### config.mk
export PLATFORM = sky130hd
export DESIGN_NAME = x_micro_sequencer_loader
export DESIGN_NICKNAME = d
export VERILOG_FILES = /design/src/rtl/x_micro_sequencer_loader_pkg.sv /design/src/rtl/x_micro_sequencer_loader_shift.sv /design/src/rtl/x_micro_sequencer_loader.sv
export SDC_FILE = /design/constraint.sdc
export NUM_CORES = 1
export LEC_CHECK = 0
export ABC_AREA = 1
export ABC_CLOCK_PERIOD_IN_PS = 6750
export CORE_ASPECT_RATIO = 0.6
export CORE_MARGIN = 2
export CORE_UTILIZATION = 59
export CTS_CLUSTER_SIZE = 20
export DETAILED_ROUTE_END_ITERATION = 10
export PLACE_DENSITY = 0.85
export SKIP_LAST_GASP = 1
export SLEW_MARGIN = 10
export SYNTH_ARGS = -nofsm -noshare
export SYNTH_HDL_FRONTEND = slang
export SYNTH_SLANG_ARGS = --single-unit
### constraint.sdc
create_clock -name i_clk -period 6.75 [get_ports i_clk]
set_input_delay 1.35 -clock i_clk [delete_from_list [all_inputs] [get_ports i_clk]]
set_output_delay 1.35 -clock i_clk [all_outputs]
set_load 0.01 [all_outputs]
### src/rtl/x_micro_sequencer_loader_pkg.sv
// Shared opcodes, FSM states and program-word layout for the micro-sequencer loader.
// X_MICRO_SEQUENCER_LOADER_CSUM_EN adds a per-word XOR checksum byte to WRITE frames.
package x_micro_sequencer_loader_pkg;

   localparam int unsigned WORD_BYTES = 5;
   localparam int unsigned WORD_W     = 8 * WORD_BYTES;
   localparam int unsigned ADDR_BYTES = 2;
   localparam int unsigned BYTE_IDX_W = 3;
   localparam int unsigned CMD_LSB    = 0;
   localparam int unsigned DATA_LSB   = 4;

   localparam logic [7:0] OP_SET_ADDR = 8'h01;
   localparam logic [7:0] OP_WRITE    = 8'h02;
   localparam logic [7:0] OP_START    = 8'h03;

   typedef enum logic [2:0] {
      IDLE,
      ADDR,
      DATA,
      CSUM,
      WR,
      SWAIT,
      START
   } state_e;

   // XOR of all bytes of an assembled program word
   function automatic logic [7:0] word_xor(input logic [WORD_W-1:0] w);
      logic [7:0] x;
      x = 8'h00;
      for (int i = 0; i < int'(WORD_BYTES); i++) begin
         x = x ^ w[8*i +: 8];
      end
      return x;
   endfunction

endpackage

### src/rtl/x_micro_sequencer_loader_shift.sv
// Little-endian byte assembler: writes each loaded byte at the current index and
// flags the last byte of a 2-byte (address) or WORD_BYTES-byte (data) frame.
module x_micro_sequencer_loader_shift
   import x_micro_sequencer_loader_pkg::*;
(
   input  logic              clk,
   input  logic              rst,
   input  logic              clr,
   input  logic              load,
   input  logic              two_byte,
   input  logic [7:0]        data_byte,
   output logic [WORD_W-1:0] word_nxt_c,
   output logic              last_c
);

   logic [WORD_W-1:0]     word;
   logic [BYTE_IDX_W-1:0] idx;
   logic [BYTE_IDX_W-1:0] limit;

   assign limit  = two_byte ? BYTE_IDX_W'(ADDR_BYTES) : BYTE_IDX_W'(WORD_BYTES);
   assign last_c = load && (idx == limit - BYTE_IDX_W'(1));

   // Word including the byte being accepted this cycle
   always_comb begin
      word_nxt_c = word;
      if (load) begin
         word_nxt_c[{idx, 3'b000} +: 8] = data_byte;
      end
   end

   always_ff @(posedge clk) begin
      if (rst || clr) begin
         word <= '0;
         idx  <= '0;
      end else if (load) begin
         word <= word_nxt_c;
         idx  <= last_c ? '0 : idx + BYTE_IDX_W'(1);
      end
   end

endmodule

### src/rtl/x_micro_sequencer_loader.sv
// Byte-stream loader for x_micro_sequencer: decodes SET_ADDR/WRITE/START opcodes,
// drives the program RAM write port and the start pulse. Optional: X_MICRO_SEQUENCER_LOADER_CSUM_EN.
module x_micro_sequencer_loader
   import x_micro_sequencer_loader_pkg::*;
#(
   parameter int unsigned ADDR_W = 9,
   parameter int unsigned DATA_W = 36,
   parameter int unsigned CMD_W  = 4
)
(
   input  logic              i_clk,
   input  logic              i_rst,
   input  logic              i_valid,
   input  logic [7:0]        i_byte,
   output logic              o_ready,
   input  logic              i_busy,
   output logic              o_start,
   output logic              o_wen,
   output logic [CMD_W-1:0]  o_wcmd,
   output logic [DATA_W-1:0] o_wdata,
   output logic [ADDR_W-1:0] o_waddr,
   output logic              o_err,
   output logic [ADDR_W:0]   o_wcount
);

   localparam int unsigned CNT_W = ADDR_W + 1;
   localparam logic [CNT_W-1:0] CNT_MAX = {1'b1, {ADDR_W{1'b0}}};

   state_e              state_q, state_d;
   logic [ADDR_W-1:0]   ptr_q, ptr_d;
   logic                ready_d, wen_d, start_d, err_d;
   logic [CMD_W-1:0]    wcmd_d;
   logic [DATA_W-1:0]   wdata_d;
   logic [ADDR_W-1:0]   waddr_d;
   logic [CNT_W-1:0]    wcount_d;
   logic                accept;
   logic                sh_clr, sh_load, sh_two, sh_last;
   logic [WORD_W-1:0]   sh_word_nxt;

   assign accept = i_valid && o_ready;
   assign sh_two = (state_q == ADDR);

   x_micro_sequencer_loader_shift u_shift (
      .clk        (i_clk),
      .rst        (i_rst),
      .clr        (sh_clr),
      .load       (sh_load),
      .two_byte   (sh_two),
      .data_byte  (i_byte),
      .word_nxt_c (sh_word_nxt),
      .last_c     (sh_last)
   );

   always_ff @(posedge i_clk) begin
      if (i_rst) begin
         state_q  <= IDLE;
         ptr_q    <= '0;
         o_ready  <= 1'b0;
         o_start  <= 1'b0;
         o_wen    <= 1'b0;
         o_wcmd   <= '0;
         o_wdata  <= '0;
         o_waddr  <= '0;
         o_err    <= 1'b0;
         o_wcount <= '0;
      end else begin
         state_q  <= state_d;
         ptr_q    <= ptr_d;
         o_ready  <= ready_d;
         o_start  <= start_d;
         o_wen    <= wen_d;
         o_wcmd   <= wcmd_d;
         o_wdata  <= wdata_d;
         o_waddr  <= waddr_d;
         o_err    <= err_d;
         o_wcount <= wcount_d;
      end
   end

   // Next state plus next values of the registered outputs
   always_comb begin
      state_d  = state_q;
      ptr_d    = ptr_q;
      err_d    = o_err;
      wcount_d = o_wcount;
      wcmd_d   = o_wcmd;
      wdata_d  = o_wdata;
      waddr_d  = o_waddr;
      sh_clr   = 1'b0;
      sh_load  = 1'b0;

      unique case (state_q)
         IDLE: begin
            if (accept) begin
               sh_clr = 1'b1;
               case (i_byte)
                  OP_SET_ADDR: state_d = ADDR;
                  OP_WRITE:    state_d = DATA;
                  OP_START:    state_d = SWAIT;
                  default:     err_d   = 1'b1;
               endcase
            end
         end
         ADDR: begin
            if (accept) begin
               sh_load = 1'b1;
               if (sh_last) begin
                  ptr_d   = sh_word_nxt[ADDR_W-1:0];
                  state_d = IDLE;
               end
            end
         end
         DATA: begin
            if (accept) begin
               sh_load = 1'b1;
               if (sh_last) begin
`ifdef X_MICRO_SEQUENCER_LOADER_CSUM_EN
                  state_d = CSUM;
`else
                  state_d = WR;
`endif
               end
            end
         end
         CSUM: begin
`ifdef X_MICRO_SEQUENCER_LOADER_CSUM_EN
            if (accept) begin
               if (i_byte == word_xor(sh_word_nxt)) begin
                  state_d = WR;
               end else begin
                  err_d   = 1'b1;
                  state_d = IDLE;
               end
            end
`else
            state_d = IDLE;
`endif
         end
         WR: begin
            state_d = IDLE;
            ptr_d   = ptr_q + ADDR_W'(1);
            if (o_wcount != CNT_MAX) begin
               wcount_d = o_wcount + CNT_W'(1);
            end
         end
         SWAIT: begin
            if (!i_busy) begin
               state_d = START;
            end
         end
         START: state_d = IDLE;
         default: state_d = IDLE;
      endcase

      // Write fields are captured only on entry to WR and held afterwards
      if (state_d == WR && state_q != WR) begin
         wcmd_d  = sh_word_nxt[CMD_LSB +: CMD_W];
         wdata_d = sh_word_nxt[DATA_LSB +: DATA_W];
         waddr_d = ptr_q;
      end

      wen_d   = (state_d == WR);
      start_d = (state_d == START);
      ready_d = (state_d == IDLE) || (state_d == ADDR) ||
                (state_d == DATA) || (state_d == CSUM);
   end

endmodule

==> results.cfg, run 1 <==
[synthesis]
yosysTopAreaCellShare_pct = 45.0
synthCells = 733
yosys_warnings = 0
yosysTopAreaCell = dfxtp_1
synth_edf_count = 0
syn_area_per_cell_sq_um = 7.16
async_flop_share_pct = 0
syn-num-nets = 754
synthFlopType = dfxtp_1
synth.distinct_cells = 34
yosysSeqAreaShare_pct = 45.0
synth_seq_cells = 118
synth_area_leaders = dfxtp_1, nand2_1, nor2_1
syn_area_sq_mm = 0.00525

[clock_network]
cts_buffer_depth = 2
holdBufCountCts = 0
ctsResizeCount = 0
numCtsBuffers = 17
postCtsSetupBuffers = 0
tritoncts = built
root_buffer = clkbuf_16
insertion_delay_ns = 0.41
h-tree-depth = 4
cts_sinks = 118
clk_pin_slew_ns = 0.05

[floorplanning]
die_w_um = 126
initial_utilization_pct = 61.3
row_count = 26
core_region_area_sq_mm = 0.00856
die_h_um = 77.0
io_pins = 75
die_area_sq_mm = 0.00968

[global_routing]
grt_pass1_wl_um = 22200
grt_pass1_vias = 4634
grt_start_max_net_pins = 62
grtUsageTotal_pct = 28.4
antenna_found_initial = 0
grt-ovfl-total = 0

[setup_path]
worstPathArrival_ns = 3.89
r2r_setup_slack_ns = 3.62
critPathMaxFanout = 61
path_class = input pin to flip-flop
startpoint_type = input pin
required_ns = 7.09
critPathCaptureType = flip-flop

[worst_hold_path]
holdCritPathClass = flip-flop to flip-flop

[pwr]
p_leak_nw = 2.55
irDropWorstVdd_v = 0.000166
pwr_density_cell_mw_per_mm2 = 246

[final_layout]
area_growth_pct = 24.7
drive_gt1_share_pct = 6.43
n_antenna_cell = 0
layout.nets = 818
final_core_util_pct = 76.5

[timing]
rsz0062_at_grt = no
fin_crit_ns = 3.55
finClkSkew_ns = 0.00639
max_slew.worst_pin.slew_ns = 0.874
drv_slew = 0
slew_headroom_pct = 41.4
setup_viol = 0
setup-tns-final_ns = 0
period_share_pct = 52.6
hold_viol = 0
fmax_ghz = 0.281

[route]
drt_wl_total_um = 13400
drt_iter0_markers = 485
viasPerCell = 5.44
wl_per_cell_um = 14.5
drt_pass1_iterations = 5
drt.antenna.violating_nets = 0
drc = 0
vias = 5009

[placed_design]
dp_hpwl_um = 8910
port_buffers = 74
routabilityCongestion = 0.944

[run_status]
status = completed

[job]
maxCapViolCount = 0
-- logic make-up after synthesis --
family                   Yosys count  share of synthesized area (%)
XOR/XNOR                          10                           1.67
AND/OR/NAND/NOR                  353                           29.3
adder cells (fa/ha/maj)            9                           2.15
AO/OA/AOI/OAI                    125                           12.1
buffers and inverters            118                           9.73
flip-flops                       118                           45.0
-- power by group --
part | internal [mW] | switching [mW]
Clock | 0.567 | 0.307
Combinational | 0.0112 | 0.0243
Sequential | 0.698 | 0.000524
-- state kept, by name (all words and copies together) (netlist names) --
name          count
u_shift.word     40
o_wdata          36
o_wcount         10
o_waddr           9
ptr_q             9
o_wcmd            4
state_q           3
u_shift.idx       3
o_err             1
o_ready           1
o_start           1
o_wen             1
-- synth_stat cells (5+ instances only) --
| cell type | number |
|---|---|
| nand2_1 | 159 |
| dfxtp_1 | 118 |
| nor2_1 | 93 |
| inv_1 | 81 |
| nand3_1 | 60 |
| a21oi_1 | 57 |
| o21ai_0 | 34 |
| o21ai_1 | 30 |
| nand4_1 | 15 |
| clkbuf_1 | 14 |
| ha_1 | 9 |
| buf_2 | 8 |
| xor2_1 | 7 |
| buf_6 | 5 |
| nor3_1 | 5 |
-- cells in the final DEF, fill, tap and decap left out, drive strengths merged --
master and n:
nand3 61, nor4 3, or2 2, clkinv 7
inv 85, clkinvlp 1, xnor2 3, nand2 163
ha 9, dfxtp 118, nor3 7, xor2 7
nor2 100, clkdlybuf4s50 74, bufinv 2, o31ai 1
a31oi 2, clkbuf 22, nand3b 2, buf 3
a21oi 58, nand4 15, o21ai 64
-- routing by layer --
metal | global-route usage, % | up-vias | routed length (um) | share of wire [%]
met2 | 44.0 | 222 | 5770 | 43
met3 | 7.96 | 30 | 1020 | 7.6
met4 | 9.67 | 0 | 227 | 1.7
li1 | - | 2485 | - | -
met5 | 0 | - | 0 | 0
met1 | 38.4 | 2272 | 6350 | 48
-- worst paths after layout --
path / from / end / depth (start not counted)
max: i_valid / o_wdata[1]$_SDFFE_PP0P_ / 9
min: o_wdata[34]$_SDFFE_PP0P_ / o_wdata[34]$_SDFFE_PP0P_ / 2
max reg2reg: u_shift.idx[0]$_SDFFE_PP0N_ / o_wdata[35]$_SDFFE_PP0P_ / 12
min reg2reg: o_wdata[34]$_SDFFE_PP0P_ / o_wdata[34]$_SDFFE_PP0P_ / 2
-- layout make-up --
| cell class | count | area [sq um] |
|---|---|---|
| Timing Repair Buffer | 77 | 763 |
| Clock inverter | 9 | 101 |
| Sequential cell | 118 | 2360 |
| Fill cell | 639 | 2010 |
| Inverter | 86 | 328 |
| Multi-Input combinational cell | 497 | 2370 |
| Tap cell | 112 | 140 |
| Clock buffer | 22 | 474 |
-- through the flow --
stage / hold WS [ns] / power (mW) / worst slack (ns) / instances / cell area [sq um]
finish: 0.441 / 1.61 / 3.20 / 921 / 6540
global route: 0.473 / 1.65 / 2.97 / 921 / 6540
CTS: 0.443 / 1.61 / 3.22 / 921 / 6540
detailed placement: 0.439 / 0.748 / 2.84 / 890 / 5970
global placement: 0.429 / 0.747 / 2.98 / 890 / 5970
floorplan: 0.457 / 0.730 / 4.43 / 733 / 5250
-- worst max-delay path, stage by stage --
cell,delay (ns)
clkdlybuf4s50_1,0.45
nand2_1,0.06
inv_1,0.18
nand2_4,0.18
inv_4,0.19
nand3_4,0.44
inv_4,0.64
nand3_1,0.16
a21oi_1,0.16
(Power assumes the default switching activity.)
==> run 2: changes to the inputs <==
ABC_CLOCK_PERIOD_IN_PS = 3600   (was 6750)
CORE_UTILIZATION = 54   (was 59)
PLACE_DENSITY = 0.79   (was 0.85)
clock period = 3.6 ns   (was 6.75 ns; I/O delays follow)
==> run 2 against run 1 <==
Net effect: combinational power up 93%; largest cell class unchanged; wire length up 3.5%; non-clock buffer count up 2; largest power group unchanged; clock-buffer cell count up 1; utilization down 5.0 points; final cell count up 2.2%; sequential cell count unchanged.
==> results.cfg, run 2 (same netlist as run 1, synthesis figures left out) <==
[floorplanning]
die_w_um = 131
die_area_sq_mm = 0.0105
io_pins = 75
row_count = 27
core_region_area_sq_mm = 0.00929
die_h_um = 80.3
initial_utilization_pct = 56.5

[route]
wl_per_cell_um = 14.7
vias = 4914
drt_iter0_markers = 419
drt_wl_total_um = 13800
drt.antenna.violating_nets = 0
viasPerCell = 5.22
drt_pass1_iterations = 5
drc = 0

[timing]
final.setup.worst_slack_ns = 0.931
fin_crit_ns = 2.67
setup_viol = 0
max_slew.worst_pin.slew_ns = 0.866
finClkSkew_ns = 0.00674
setup-tns-final_ns = 0
rsz0062_at_grt = no
fmax_ghz = 0.375
period_share_pct = 74.1
slew_headroom_pct = 41.9
drv_slew = 0
hold_viol = 0

[clock_network]
insertion_delay_ns = 0.41
holdBufCountCts = 0
h-tree-depth = 4
root_buffer = clkbuf_16
numCtsBuffers = 17
cts_sinks = 118
clk_pin_slew_ns = 0.05
tritoncts = built
ctsResizeCount = 0
postCtsSetupBuffers = 0
cts_buffer_depth = 2

[global_routing]
grt_start_max_net_pins = 62
grt_pass1_wl_um = 22700
grt_pass1_vias = 4545
grt-ovfl-total = 0
antenna_found_initial = 0
grtUsageTotal_pct = 27.3

[setup_path]
startpoint_type = flip-flop
critPathMaxFanout = 7
worstPathArrival_ns = 2.95
required_ns = 3.88
critPathCaptureType = flip-flop
path_class = flip-flop to flip-flop

[pwr]
p_int_mw = 2.56
combPwrFrac_pct = 2.2
seqPwrFrac_pct = 41.1
irDropWorstVdd_v = 0.000326
pwr_density_cell_mw_per_mm2 = 480
p_total_mw = 3.19
clockPowerShare_pct = 56.7
swShare_pct = 19.8
p_leak_nw = 2.58
p_sw_mw = 0.631

[job]
maxCapViolCount = 0

[final_layout]
nFillCells = 736
largest_reg_flops = 40
reg_top3 = u_shift.word x40, o_wdata x36, o_wcount x10
final_common_cell = nand2_1
area_growth_pct = 26.5
max_flop_register = u_shift.word
layout.nets = 820
layout_common_cells = nand2_1, dfxtp_1, nor2_1, inv_1, clkdlybuf4s50_1
n_antenna_cell = 0
drive_gt1_share_pct = 6.66

[placed_design]
port_buffers = 74
post-place-ws_ns = 0.892
dp_hpwl_um = 9230
routabilityCongestion = 0.916

[run_status]
status = completed

[worst_hold_path]
holdCritPathClass = flip-flop to flip-flop
-- run 2: metal layers --
layer  global-route usage [%]  vias up  share of wire, %
li1                         -     2486                 -
met1                     39.3     2241                50
met2                     41.3      172                42
met3                     6.19       15               6.9
met4                     7.72        0              0.92
met5                        0        -                 0
-- run 2: per-stage QoR --
stage	utilization (%)	hold slack, ns	std cells	cell area [sq um]
final	71.4	0.436	941	6640
after floorplan	-	0.457	733	5250
after global placement	64.6	0.426	910	6000
after detailed placement	64.6	0.431	910	6000
after global routing	71.4	0.462	941	6640
after CTS	71.4	0.439	941	6640
-- run 2: final cells by class --
| cell class | count | area, sq um | area share, % |
|---|---|---|---|
| clock buffer | 23 | 488 | 7.35 |
| clock inverter | 8 | 145 | 2.19 |
| inverter | 86 | 328 | 4.94 |
| multi-input combinational | 497 | 2370 | 35.7 |
| sequential | 118 | 2360 | 35.6 |
| tap | 130 | 163 | 2.45 |
| timing repair buffer | 79 | 778 | 11.7 |
-- run 2: path summary, 6_finish.rpt --
| kind | from | to | slack (ns) | depth (start not counted) |
|---|---|---|---|---|
| min reg2reg | o_wdata[18]$_SDFFE_PP0P_ | o_wdata[18]$_SDFFE_PP0P_ | 0.44 | 2 |
| max | u_shift.idx[1]$_SDFFE_PP0N_ | o_wdata[9]$_SDFFE_PP0P_ | 0.93 | 12 |
| min | o_wdata[18]$_SDFFE_PP0P_ | o_wdata[18]$_SDFFE_PP0P_ | 0.44 | 2 |
| max reg2reg | u_shift.idx[1]$_SDFFE_PP0N_ | o_wdata[9]$_SDFFE_PP0P_ | 0.93 | 12 |
-- run 2: power by group through the flow --
stage          clock network, mW  logic, mW  registers, mW
3_5_place_dp                   0     0.0671           1.34
2_1_floorplan                  0     0.0316           1.34
4_1_cts                     1.82     0.0676           1.31
3_3_place_gp                   0     0.0665           1.34
6_report                    1.81     0.0687           1.31
5_1_grt                     1.88     0.0743           1.31
-- run 2: worst max-delay path, cell delays in order (launching register included) --
cell and delay (ns):
dfxtp_1 0.41, inv_1 0.14, ha_1 0.21, ha_1 0.42, nand2_1 0.10, a21oi_2 0.26, inv_1 0.08, nor2_1 0.46
nand2_1 0.08, o21ai_0 0.14, nand2_1 0.09, nand2_1 0.09, a21oi_1 0.04
==> run 3: changes to the inputs <==
ABC_CLOCK_PERIOD_IN_PS = 2400   (was 3600)
CORE_UTILIZATION = 49   (was 54)
PLACE_DENSITY = 0.76   (was 0.79)
clock period = 2.4 ns   (was 3.6 ns; I/O delays follow)
==> run 3 against run 2 <==
Net effect: global-route usage down 1.4 points; via count rose by 4.9%; maximum frequency up 25%; cell area increased by 3.0%; sequential share of layout area decreased by 1.0 points; die area up 9.8%; non-clock buffer count is 24 higher; combinational power grew 57%; final cell count up 3.6%; worst setup slack worse by 0.67 ns; critical path type unchanged.
==> results.cfg, run 3 (same netlist as run 1, synthesis figures left out) <==
[global_routing]
grt-ovfl-total = 0
grt_pass1_wl_um = 23300
antenna_found_initial = 0
grt_start_max_net_pins = 41
grtUsageTotal_pct = 25.9
grt_pass1_vias = 4617

[clock_network]
h-tree-depth = 4
numCtsBuffers = 17
cts_sinks = 118
ctsResizeCount = 0
cts_buffer_depth = 2
tritoncts = built
holdBufCountCts = 0
root_buffer = clkbuf_16
clk_pin_slew_ns = 0.06
insertion_delay_ns = 0.42
postCtsSetupBuffers = 0

[timing]
hold_viol = 0
final.setup.worst_slack_ns = 0.265
fin_crit_ns = 2.13
period_share_pct = 88.9
finClkSkew_ns = 0.0103
rsz0062_at_grt = no
setup-tns-final_ns = 0
setup_viol = 0
drv_slew = 0
max_slew.worst_pin.slew_ns = 0.557
slew_headroom_pct = 62.5
fmax_ghz = 0.468

[floorplanning]
die_w_um = 138
core_region_area_sq_mm = 0.0105
die_area_sq_mm = 0.0116
initial_utilization_pct = 50.0
row_count = 29
die_h_um = 84.1
io_pins = 75

[route]
viasPerCell = 5.29
drc = 0
vias = 5154
drt_wl_total_um = 14400
wl_per_cell_um = 14.8
drt_iter0_markers = 519
drt_pass1_iterations = 6
drt.antenna.violating_nets = 0

[setup_path]
required_ns = 2.75
critPathCaptureType = flip-flop
startpoint_type = flip-flop
critPathMaxFanout = 15
path_class = flip-flop to flip-flop
worstPathArrival_ns = 2.48

[final_layout]
design_area_sq_mm = 0.00684
n_antenna_cell = 0
fin_cells = 975
area_growth_pct = 30.4
drive_gt1_share_pct = 9.57
layout.nets = 844
nFillCells = 905
final_common_cell = nand2_1
layout_common_cells = nand2_1, dfxtp_1, nor2_1, inv_1, clkdlybuf4s50_1
largest_reg_flops = 40
max_flop_register = u_shift.word
reg_top3 = u_shift.word x40, o_wdata x36, o_wcount x10

[job]
maxCapViolCount = 0

[placed_design]
port_buffers = 74
routabilityCongestion = 0.934
dp_hpwl_um = 10100
post-place-ws_ns = 0.237
place_area_sq_mm = 0.00623
placed_cells = 943

[pwr]
pwr_density_cell_mw_per_mm2 = 682
irDropWorstVdd_v = 0.000531
p_total_mw = 4.67
p_leak_nw = 2.70

[run_status]
status = completed

[worst_hold_path]
holdCritPathClass = flip-flop to flip-flop
run 3: changes by cell type in the layout (fill, tap and decap cells not counted), sizes merged:
cell,previous run,this run
inv,85,87
clkinv,3,8
clkbuf,23,18
bufinv,4,3
buf,5,29
run 3: path summary, 6_finish.rpt:
path	to	cells after the start	from	slack [ns]
worst max-delay path	o_wdata[35]$_SDFFE_PP0P_	12	u_shift.idx[0]$_SDFFE_PP0N_	0.27
worst min-delay path	o_wdata[30]$_SDFFE_PP0P_	2	o_wdata[30]$_SDFFE_PP0P_	0.44
worst max register to register	o_wdata[35]$_SDFFE_PP0P_	12	u_shift.idx[0]$_SDFFE_PP0N_	0.27
worst min register to register	o_wdata[30]$_SDFFE_PP0P_	2	o_wdata[30]$_SDFFE_PP0P_	0.44
run 3: area by class of cell:
class	instances	area [sq um]	share of cell area, %
Timing Repair Buffer	103	996	14.6
Tap cell	139	174	2.54
Clock inverter	14	176	2.58
Inverter	86	328	4.79
Multi-Input combinational cell	497	2370	34.7
Clock buffer	18	429	6.28
Sequential cell	118	2360	34.5
run 3: report_power, final:
group	total (mW)	internal, mW	leakage [nW]	switching [mW]
logic	0.108	0.0364	1.46	0.0717
clock network	2.59	1.64	0.291	0.955
registers	1.96	1.96	0.950	0.00148
total	4.67	3.64	2.70	1.03
run 3: per-layer routing:
layer  wire, um  GRT usage (%)
met4        250           10.0
met1       7150           39.6
met3       1030           4.95
met5          0              0
met2       5960           35.7
run 3: worst max-delay path, stage by stage, from the launching register on:
cell and delay, ns:
dfxtp_1 0.34, inv_1 0.08, ha_1 0.21, ha_1 0.31, inv_1 0.07, nor2_2 0.10
nand3_1 0.12, nor2_4 0.32, buf_4 0.18, o21ai_1 0.07, nand2_1 0.06, nand2_1 0.06
a21oi_1 0.12
run 3: through the flow:
step,utilization [%],hold WS (ns)
after floorplan,-,0.457
after global placement,59.4,0.429
after detailed placement,59.4,0.434
after CTS,65.2,0.441
after global routing,65.2,0.467
final,65.2,0.441
